===== config.mk =====
export PLATFORM = sky130hd
export DESIGN_NAME = disk_position_tracker
export DESIGN_NICKNAME = d
export VERILOG_FILES = /design/src/rtl/disk_position_tracker.sv
export SDC_FILE = /design/constraint.sdc
export NUM_CORES = 1
export LEC_CHECK = 0
export BUFFER_PORTS_ARGS = -buffer_cell sky130_fd_sc_hd__buf_2
export CAP_MARGIN = 15
export CORE_MARGIN = 1
export CORE_UTILIZATION = 40
export CTS_CLUSTER_DIAMETER = 100
export CTS_CLUSTER_SIZE = 25
export DETAILED_ROUTE_END_ITERATION = 10
export HOLD_SLACK_MARGIN = 0.05
export PLACE_DENSITY_LB_ADDON = 0.12
export SETUP_SLACK_MARGIN = 0.02
export SYNTH_ARGS = -nofsm -noshare
export SYNTH_HDL_FRONTEND = slang
export SYNTH_SLANG_ARGS = --single-unit
export TNS_END_PERCENT = 10

===== constraint.sdc =====
create_clock -name clk -period 4.79 [get_ports clk]
set_input_delay 0.479 -clock clk [delete_from_list [all_inputs] [get_ports clk]]
set_output_delay 0.479 -clock clk [all_outputs]
set_load 0.02 [all_outputs]

===== src/rtl/disk_position_tracker.sv =====
// Tracks a 3-bit rotating position stream and derives direction, step/revolution
// pulses, a wrapping revolution count, and stall/skip fault indications.
module disk_position_tracker #(
    parameter int unsigned REV_W        = 8,
    parameter int unsigned STALL_CYCLES = 1000,
    parameter int unsigned STALL_W      = 10
) (
    input  logic             clk,
    input  logic             rst,
    input  logic             Start,
    input  logic [2:0]       pos,
    input  logic             pos_vld,
    output logic             locked,
    output logic             dir,
    output logic             step_pulse,
    output logic             rev_pulse,
    output logic [REV_W-1:0] rev_cnt,
    output logic             stalled,
    output logic             fault
);

    localparam int unsigned POS_W = 3;
    localparam logic [STALL_W-1:0] STALL_MAX = STALL_W'(STALL_CYCLES);

    typedef enum logic [1:0] {
        ST_IDLE  = 2'd0,
        ST_TRACK = 2'd1,
        ST_FAULT = 2'd2
    } state_e;

    state_e             state_q, state_d;
    logic [POS_W-1:0]   last_pos_q, last_pos_d;
    logic [STALL_W-1:0] stall_cnt_q, stall_cnt_d;
    logic               locked_q, locked_d;
    logic               dir_q, dir_d;
    logic               step_pulse_q, step_pulse_d;
    logic               rev_pulse_q, rev_pulse_d;
    logic [REV_W-1:0]   rev_cnt_q, rev_cnt_d;
    logic               stalled_q, stalled_d;
    logic               fault_q, fault_d;

    logic [POS_W-1:0]   delta;
    logic [STALL_W-1:0] stall_inc;

    // Next-state and next-output logic; Start low overrides everything.
    always_comb begin
        state_d      = state_q;
        last_pos_d   = last_pos_q;
        stall_cnt_d  = stall_cnt_q;
        locked_d     = locked_q;
        dir_d        = dir_q;
        step_pulse_d = 1'b0;
        rev_pulse_d  = 1'b0;
        rev_cnt_d    = rev_cnt_q;
        stalled_d    = stalled_q;
        fault_d      = fault_q;

        delta     = POS_W'(pos - last_pos_q);
        stall_inc = (stall_cnt_q == STALL_MAX) ? stall_cnt_q
                                               : STALL_W'(stall_cnt_q + STALL_W'(1));

        if (!Start) begin
            state_d     = ST_IDLE;
            last_pos_d  = '0;
            stall_cnt_d = '0;
            locked_d    = 1'b0;
            dir_d       = 1'b0;
            rev_cnt_d   = '0;
            stalled_d   = 1'b0;
            fault_d     = 1'b0;
        end else begin
            case (state_q)
                ST_IDLE: begin
                    if (pos_vld) begin
                        state_d     = ST_TRACK;
                        last_pos_d  = pos;
                        locked_d    = 1'b1;
                        stall_cnt_d = '0;
                    end
                end
                ST_TRACK: begin
                    // Default: no accepted step this cycle, so the stall timer advances.
                    stall_cnt_d = stall_inc;
                    stalled_d   = stalled_q | (stall_inc == STALL_MAX);
                    if (pos_vld) begin
                        case (delta)
                            3'd0: ;
                            3'd1: begin
                                dir_d        = 1'b1;
                                step_pulse_d = 1'b1;
                                last_pos_d   = pos;
                                stall_cnt_d  = '0;
                                stalled_d    = 1'b0;
                                if (pos == 3'd0) begin
                                    rev_cnt_d   = REV_W'(rev_cnt_q + REV_W'(1));
                                    rev_pulse_d = 1'b1;
                                end
                            end
                            3'd7: begin
                                dir_d        = 1'b0;
                                step_pulse_d = 1'b1;
                                last_pos_d   = pos;
                                stall_cnt_d  = '0;
                                stalled_d    = 1'b0;
                                if (pos == 3'd7) begin
                                    rev_cnt_d   = REV_W'(rev_cnt_q - REV_W'(1));
                                    rev_pulse_d = 1'b1;
                                end
                            end
                            default: begin
                                state_d     = ST_FAULT;
                                fault_d     = 1'b1;
                                locked_d    = 1'b0;
                                stall_cnt_d = stall_cnt_q;
                                stalled_d   = stalled_q;
                            end
                        endcase
                    end
                end
                ST_FAULT: begin
                    fault_d  = 1'b1;
                    locked_d = 1'b0;
                end
                default: state_d = ST_IDLE;
            endcase
        end
    end

    always_ff @(posedge clk or negedge rst) begin
        if (!rst) begin
            state_q      <= ST_IDLE;
            last_pos_q   <= '0;
            stall_cnt_q  <= '0;
            locked_q     <= 1'b0;
            dir_q        <= 1'b0;
            step_pulse_q <= 1'b0;
            rev_pulse_q  <= 1'b0;
            rev_cnt_q    <= '0;
            stalled_q    <= 1'b0;
            fault_q      <= 1'b0;
        end else begin
            state_q      <= state_d;
            last_pos_q   <= last_pos_d;
            stall_cnt_q  <= stall_cnt_d;
            locked_q     <= locked_d;
            dir_q        <= dir_d;
            step_pulse_q <= step_pulse_d;
            rev_pulse_q  <= rev_pulse_d;
            rev_cnt_q    <= rev_cnt_d;
            stalled_q    <= stalled_d;
            fault_q      <= fault_d;
        end
    end

    assign locked     = locked_q;
    assign dir        = dir_q;
    assign step_pulse = step_pulse_q;
    assign rev_pulse  = rev_pulse_q;
    assign rev_cnt    = rev_cnt_q;
    assign stalled    = stalled_q;
    assign fault      = fault_q;

endmodule


==> impl_metrics.tcl, run 1 <==
set metrics [dict create \
    rows 25 \
    crit_required_ns 4.99 \
    path_cells "buf_2, inv_1, ha_1, inv_1, fa_1, xnor3_1, nand2_1, inv_1, ha_1, a21o_1, a21oi_1, nor2b_1, o41a_1, or4_1, a21oi_1" \
    drtPass1Iterations 4 \
    root_buffer "clkbuf_8" \
    numCtsBuffers 5 \
    preCtsSetupSlack_ns 0.8081 \
    ys_types 51 \
    p_leak_nw 1.052 \
    vias 1815 \
    viasPerCell 5.550 \
    finalMaxSlewViolations 0 \
    grt_pass1_wl_mm 7.652 \
    die_area_sq_um 5500 \
    cp_common_cell "inv_1" \
    crit_buf_inv 4 \
    critPathMaxStageDelay_ns 0.50 \
    cpMaxStageDelayCell "xnor3_1" \
    critPathMaxFanout 9 \
    numClockSinks 29 \
    cts_tree "yes" \
    ios 21 \
    layout_commonest_cell "dfrtp_1" \
    core_sq_um 4880 \
    setup.worst_path.class "in2reg" \
    fin_ws_ns 1.088 \
    synth_edf_count 0 \
    async_flop_share 1.000 \
    avgSynthCellArea_sq_um 8.680 \
    final.min_clock_period_ns 3.702 \
    hold_path.class "in2async" \
    track_usage 0.1823 \
    htree_levels 2 \
    peakVddDrop_uv 303.6 \
    max_freq_mhz 270.1 \
    end_kind "flip-flop" \
    cts_buffer_depth 2 \
    finalCritPeriodShare 0.7729 \
    postCtsResizedCells 0 \
    fp.dieH_microns 74.17 \
    hold_slack_ns 0.2412 \
    routabilityCongestion 0.8405 \
    postCtsSetupBuffers 0 \
    rr_worst_depth 13 \
    tns_ns 0 \
    pwr_density_cell_nw_per_um2 306.7 \
    arrival_ns 3.90 \
    layout.nets 281 \
    finalHoldViolations 0 \
    drt_iter0_markers 141 \
    rsz0062_at_grt "no" \
    synth_flop_cell "dfrtp_1" \
    fp.dieW_microns 74.17 \
    reg2reg_from "last_pos_q[0]" \
    r2r_end "rev_cnt[7]" \
    drive_gt1_frac 0.1308 \
    syn_inst 240 \
    ys_seq_area_frac 0.3483 \
    crit_family "adder cells" \
    clk_pin_slew_ns 0.06 \
    fillCellCount 496 \
    synth_area_sq_um 2083 \
    wl_mm 4.644 \
    initial_core_util 0.4269 \
    clk_latency_ns 0.28 \
    reg2reg_slack_ns 1.11 \
    relSlewSlack 0.5468 \
    grt.overflow.total 0 \
    skew_ns 0.004560 \
    synth_warnings 0 \
    run_status "complete, no violations" \
    n_antenna_cell 0 \
    drv_cap 0 \
    setup_viol 0 \
    yosys_register_bits 29 \
    antenna_found_initial 0 \
    synthesis.nets 261 \
    area_delta_synth_final_pct 11.95 \
    layout_common_cells "29 x dfrtp_1, 23 x o21ai_0, 22 x nor2_1" \
    tightestPinTransition_ns 0.6797 \
    start_kind "primary input" \
    hpwl_mm 3.356 \
    drt-wirelength-per-cell_microns 14.20 \
    grt_pass1_vias 1628 \
    ctsHoldBuffers 0 \
    drc_errors 0 \
    grt_max_degree 30 \
    io_buffer_count 20 \
    detail-route-antenna-nets 0 \
]
-- logic make-up after synthesis --
group                    count (synthesis)  share of synthesized area
multiplexers                             5                    0.02463
XOR/XNOR                                10                    0.05766
AND/OR/NAND/NOR                         79                     0.1946
AO/OA/AOI/OAI                           78                     0.2408
adder cells (fa/ha/maj)                 14                    0.08769
buffers and inverters                   25                    0.04625
flip-flops                              29                     0.3484
-- worst max path at each step --
stage | startpoint | end | cells past startpoint
after floorplan | pos[0] | rev_cnt[7] | 14
after global placement | pos[0] | rev_cnt[7] | 15
after detailed placement | pos[0] | rev_cnt[7] | 15
after CTS | pos[0] | rev_cnt[7] | 15
after global routing | pos[0] | rev_cnt[7] | 14
final | pos[0] | rev_cnt[7] | 15
-- per-layer routing --
layer	track usage	vias up	wire length, microns
li1	-	923	-
met1	0.2782	853	2476
met2	0.2596	32	1897
met3	0.03659	7	218
met4	0.04915	0	53
met5	0	-	0
-- final cells by class --
type	count	area, sq um	share of cell area
multi-input cells	186	1261	0.5408
repair buffers	22	115.1	0.04936
well taps	67	83.83	0.03594
inverters	16	60.06	0.02575
clock buffers	7	86.33	0.03702
flip-flops and latches	29	725.7	0.3112
-- flip-flops by register name (all words and copies together) (netlist names) --
register	flops
stall_cnt_q	10
rev_cnt	8
last_pos_q	3
state_q	2
dir	1
fault	1
locked	1
rev_pulse	1
stalled	1
step_pulse	1
-- power by group --
part           total (mW)  switching, mW  internal (mW)
logic               0.236          0.142         0.0942
registers           0.273         0.0137          0.260
clock network       0.206         0.0923          0.114
total               0.715          0.248          0.468
-- cell usage after synthesis (all sizes together), types with 3 or more instances --
cell	n	area share
nand2b	4	0.012
nand4	6	0.018
nand2	17	0.031
a22o	7	0.029
ha	13	0.078
a21oi	20	0.048
nor2b	4	0.012
o31ai	5	0.018
nor2	22	0.040
dfrtp	29	0.35
nor4	3	0.0090
xnor2	6	0.025
mux2i	4	0.019
o21ai	23	0.055
inv	15	0.027
nor3	3	0.0072
or3	3	0.0090
clkbuf	7	0.013
nand3	6	0.014
a31oi	5	0.015
-- stage by stage --
step | instances | total power, mW | util | instance area, sq um
2_1_floorplan | 240 | 0.4527 | - | 2083
3_3_place_gp | 320 | 0.5130 | 0.4603 | 2246
3_5_place_dp | 320 | 0.5126 | 0.4603 | 2246
4_1_cts | 327 | 0.7226 | 0.4779 | 2332
5_1_grt | 327 | 0.7610 | 0.4779 | 2332
6_report | 327 | 0.7154 | 0.4779 | 2332
(Power assumes the default switching activity.)
==> run 2: changes to the inputs <==
- clock period: 4.79 -> 3.8 ns (I/O delays scaled with it)
==> run 2 against run 1 <==
Sequential power increased by 26%. Largest power group unchanged. Count of clock-buffer cells in the layout decreased by 1. Setup slack got worse by 0.77 ns. Non-clock buffer count increased by 3. Register-to-register slack lost 0.79 ns. Highest routed layer unchanged. Critical endpoint unchanged.
==> impl_metrics.tcl, run 2 (same netlist as run 1, synthesis figures left out) <==
set metrics [dict create \
    viasPerCell 5.716 \
    layout_common_cells "29 x dfrtp_1, 23 x o21ai_0, 22 x nor2_1" \
    pwr_density_cell_nw_per_um2 383.4 \
    start_kind "flip-flop" \
    rsz0062_at_grt "no" \
    max_freq_mhz 287.4 \
    finalMaxSlewViolations 0 \
    grt_pass1_wl_mm 8.121 \
    postCtsResizedCells 0 \
    routabilityCongestion 0.8435 \
    root_buffer "clkbuf_8" \
    grt_max_degree 30 \
    layout_commonest_cell "dfrtp_1" \
    largest_reg_flops 10 \
    drive_gt1_frac 0.1439 \
    top_register "stall_cnt_q" \
    final.min_clock_period_ns 3.480 \
    fin_util 0.4818 \
    setup.worst_path.class "reg2reg" \
    detail-route-antenna-nets 0 \
    clk_latency_ns 0.28 \
    area_delta_synth_final_pct 12.85 \
    tns_ns 0 \
    hold_slack_ns 0.1352 \
    die_area_sq_um 5500 \
    drtPass1Iterations 4 \
    track_usage 0.1927 \
    grt.busiest_layer "met1" \
    met3_usage 0.04743 \
    io_buffer_count 20 \
    numClockSinks 29 \
    finalHoldViolations 0 \
    drt-wirelength-per-cell_microns 14.63 \
    p_leak_nw 1.068 \
    wl_mm 4.841 \
    ctsHoldBuffers 0 \
    layout.nets 284 \
    critPathMaxFanout 5 \
    drc_errors 0 \
    crit_required_ns 4.00 \
    cts_buffer_depth 2 \
    antenna_found_initial 0 \
    hold_path.class "in2async" \
    fin_ws_ns 0.3201 \
    hpwl_mm 3.426 \
    n_antenna_cell 0 \
    clk_pin_slew_ns 0.07 \
    skew_ns 0.005387 \
    rows 25 \
    arrival_ns 3.68 \
    initial_core_util 0.4269 \
    preCtsSetupSlack_ns 0.1115 \
    vias 1892 \
    end_kind "flip-flop" \
    tightestPinTransition_ns 0.6888 \
    drt_iter0_markers 237 \
    finalCritPeriodShare 0.9158 \
    fp.dieW_microns 74.17 \
    ios 21 \
    grt_pass1_vias 1691 \
    drv_cap 0 \
    numCtsBuffers 5 \
    gr-usage-met1 0.2959 \
    final_cells 331 \
    fp.dieH_microns 74.17 \
    grt.overflow.total 0 \
    postCtsSetupBuffers 0 \
    reg2reg_slack_ns 0.32 \
    htree_levels 2 \
    grt_use_met2 0.2677 \
    run_status "complete, no violations" \
    cts_tree "yes" \
    peakVddDrop_uv 161.5 \
    setup_viol 0 \
    dp_cells 323 \
    core_sq_um 4880 \
    relSlewSlack 0.5408 \
]
[run 2: path summary, 6_finish.rpt]
check | start | endpoint | cells after the start
min in group clk | pos[0] | last_pos_q[0] | 3
setup / recovery | last_pos_q[0] | rev_cnt[7] | 13
hold reg to reg | last_pos_q[0] | last_pos_q[0] | 2
max in group asynchronous | rst | dir | 1
setup reg to reg | last_pos_q[0] | rev_cnt[7] | 13
hold / removal | rst | stall_cnt_q[8] | 1
[run 2: final cells by class]
class | count | area, sq um
clock buffers | 6 | 72.57
repair buffers | 25 | 137.6
clock inverters | 2 | 10.01
fillers | 487 | 2529
flip-flops and latches | 29 | 725.7
multi-input cells | 186 | 1261
well taps | 67 | 83.83
inverters | 16 | 60.06
[run 2: through the flow]
| step | total power [mW] | instance area [sq um] |
|---|---|---|
| 2_1_floorplan | 0.5707 | 2083 |
| 3_3_place_gp | 0.6570 | 2268 |
| 3_5_place_dp | 0.6580 | 2268 |
| 4_1_cts | 0.9105 | 2351 |
| 5_1_grt | 0.9650 | 2351 |
| 6_report | 0.9015 | 2351 |
[run 2: layer usage]
metal / up-vias / wire [microns]
li1: 934 / -
met4: 0 / 24
met2: 52 / 2087
met5: - / 0
met3: 2 / 256
met1: 904 / 2473
[run 2: critical path, stage by stage (launching register included)]
cell     delay (ns)
dfrtp_1        0.34
ha_1           0.15
inv_1          0.05
fa_1           0.41
xnor3_1        0.40
nand2_1        0.13
inv_1          0.12
ha_1           0.36
a21o_1         0.21
a21oi_1        0.20
nor2b_1        0.09
o41a_1         0.33
or4_1          0.47
a21oi_1        0.14
[run 2: report_power, final]
part	switching [mW]	total (mW)	internal, mW
logic	0.183	0.310	0.127
clock network	0.121	0.248	0.127
registers	0.0164	0.343	0.327
total	0.320	0.901	0.581
==> run 3: changes to the inputs <==
- CTS_BUF_LIST: unset -> sky130_fd_sc_hd__clkbuf_2 sky130_fd_sc_hd__clkbuf_4 sky130_fd_sc_hd__clkbuf_8
- SLEW_MARGIN: unset -> 40
==> run 3 against run 2 <==
Critical path depth unchanged. Register-to-register slack about the same. Final cell count unchanged. Sequential share of layout area about the same. Count of clock-buffer cells in the layout unchanged. Routed wire length about the same. Combinational power about the same. Global-route usage up 0.057 points. Fmax about the same. Setup slack worse by 0.00088 ns. Hold slack worse by 0.0069 ns. Sequential cell count unchanged. Critical path type unchanged. Critical endpoint unchanged. Highest routed layer unchanged.
==> impl_metrics.tcl, run 3 (same netlist as run 1, synthesis figures left out) <==
set metrics [dict create \
    run_status "complete, no violations" \
    ctsHoldBuffers 0 \
    cts_tree "yes" \
    drive_gt1_frac 0.1477 \
    drv_cap 0 \
    initial_core_util 0.4269 \
    cts_buffer_depth 2 \
    fp.dieW_microns 74.17 \
    root_buffer "clkbuf_8" \
    detail-route-antenna-nets 0 \
    n_antenna_cell 0 \
    critPathMaxFanout 5 \
    fin_util 0.4826 \
    postCtsSetupBuffers 0 \
    viasPerCell 5.731 \
    setup.worst_path.class "reg2reg" \
    grt_pass1_wl_mm 8.128 \
    core_sq_um 4880 \
    arrival_ns 3.69 \
    ios 21 \
    layout.nets 284 \
    vias 1897 \
    relSlewSlack 0.5442 \
    clk_pin_slew_ns 0.07 \
    tns_ns 0 \
    die_area_sq_um 5500 \
    drt_iter0_markers 230 \
    p_leak_nw 1.071 \
    finalCritPeriodShare 0.9160 \
    drt-wirelength-per-cell_microns 14.64 \
    end_kind "flip-flop" \
    setup_viol 0 \
    final.min_clock_period_ns 3.481 \
    grt.overflow.total 0 \
    grt_pass1_vias 1687 \
    routabilityCongestion 0.8435 \
    numCtsBuffers 5 \
    hpwl_mm 3.426 \
    wl_mm 4.845 \
    finalMaxSlewViolations 0 \
    pwr_density_cell_nw_per_um2 387.6 \
    clk_latency_ns 0.28 \
    antenna_found_initial 0 \
    top_register "stall_cnt_q" \
    area_delta_synth_final_pct 13.03 \
    peakVddDrop_uv 162.6 \
    fp.dieH_microns 74.17 \
    drtPass1Iterations 4 \
    track_usage 0.1933 \
    finalHoldViolations 0 \
    layout_commonest_cell "dfrtp_1" \
    largest_reg_flops 10 \
    numClockSinks 29 \
    postCtsResizedCells 0 \
    rsz0062_at_grt "no" \
    start_kind "flip-flop" \
    tightestPinTransition_ns 0.6837 \
    rows 25 \
    dp_cells 323 \
    drc_errors 0 \
    layout_common_cells "29 x dfrtp_1, 23 x o21ai_0, 22 x nor2_1" \
    fillCellCount 486 \
    htree_levels 2 \
    grt_max_degree 30 \
    hold_path.class "in2async" \
    power_uw 912.6 \
    io_buffer_count 20 \
    final_cells 331 \
    max_freq_mhz 287.3 \
    skew_ns 0.005351 \
    crit_required_ns 4.01 \
]
run 3: path summary, 6_finish.rpt:
| check | slack [ns] | cells after the start | start | endpoint |
|---|---|---|---|---|
| max | 0.32 | 13 | last_pos_q[0] | rev_cnt[7] |
| min | 0.13 | 1 | rst | stall_cnt_q[8] |
| max reg2reg | 0.32 | 13 | last_pos_q[0] | rev_cnt[7] |
| min reg2reg | 0.53 | 2 | last_pos_q[0] | last_pos_q[0] |
| max in group asynchronous | 3.22 | 1 | rst | dir |
| min in group clk | 0.39 | 3 | pos[0] | last_pos_q[0] |
run 3: metal layers:
layer	GRT usage	share of wire
met1	0.2967	0.53
met4	0.04915	0.011
met3	0.04743	0.042
met5	0	0
met2	0.2677	0.41
run 3: final cells by class:
type                    instances  area (sq um)  area share
repair buffers                 25         137.6     0.05845
multi-input cells             186          1261      0.5356
clock buffers                   6         76.32     0.03241
flip-flops and latches         29         725.7      0.3082
clock inverters                 2         10.01    0.004251
well taps                      67         83.83     0.03560
inverters                      16         60.06     0.02550
run 3: critical path: stages (launching register included):
cell and delay, ns:
dfrtp_1 0.34, ha_1 0.15, inv_1 0.05, fa_1 0.41, xnor3_1 0.40, nand2_1 0.13, inv_1 0.12, ha_1 0.36
a21o_1 0.22, a21oi_1 0.20, nor2b_1 0.08, o41a_1 0.33, or4_1 0.47, a21oi_1 0.14
run 3: metrics by stage:
step	setup slack, ns	area, sq um	hold WS, ns
CTS	0.3090	2355	0.1722
finish	0.3193	2355	0.1284
global placement	0.2048	2268	0.4703
global route	0.07913	2355	0.1936
floorplan	0.3169	2083	0.08441
detailed placement	0.1115	2268	0.4695
run 3: power breakdown:
part           leakage, nW  switching, mW  internal, mW
registers            0.401         0.0167         0.327
logic                0.622          0.184         0.127
clock network       0.0484          0.124         0.134
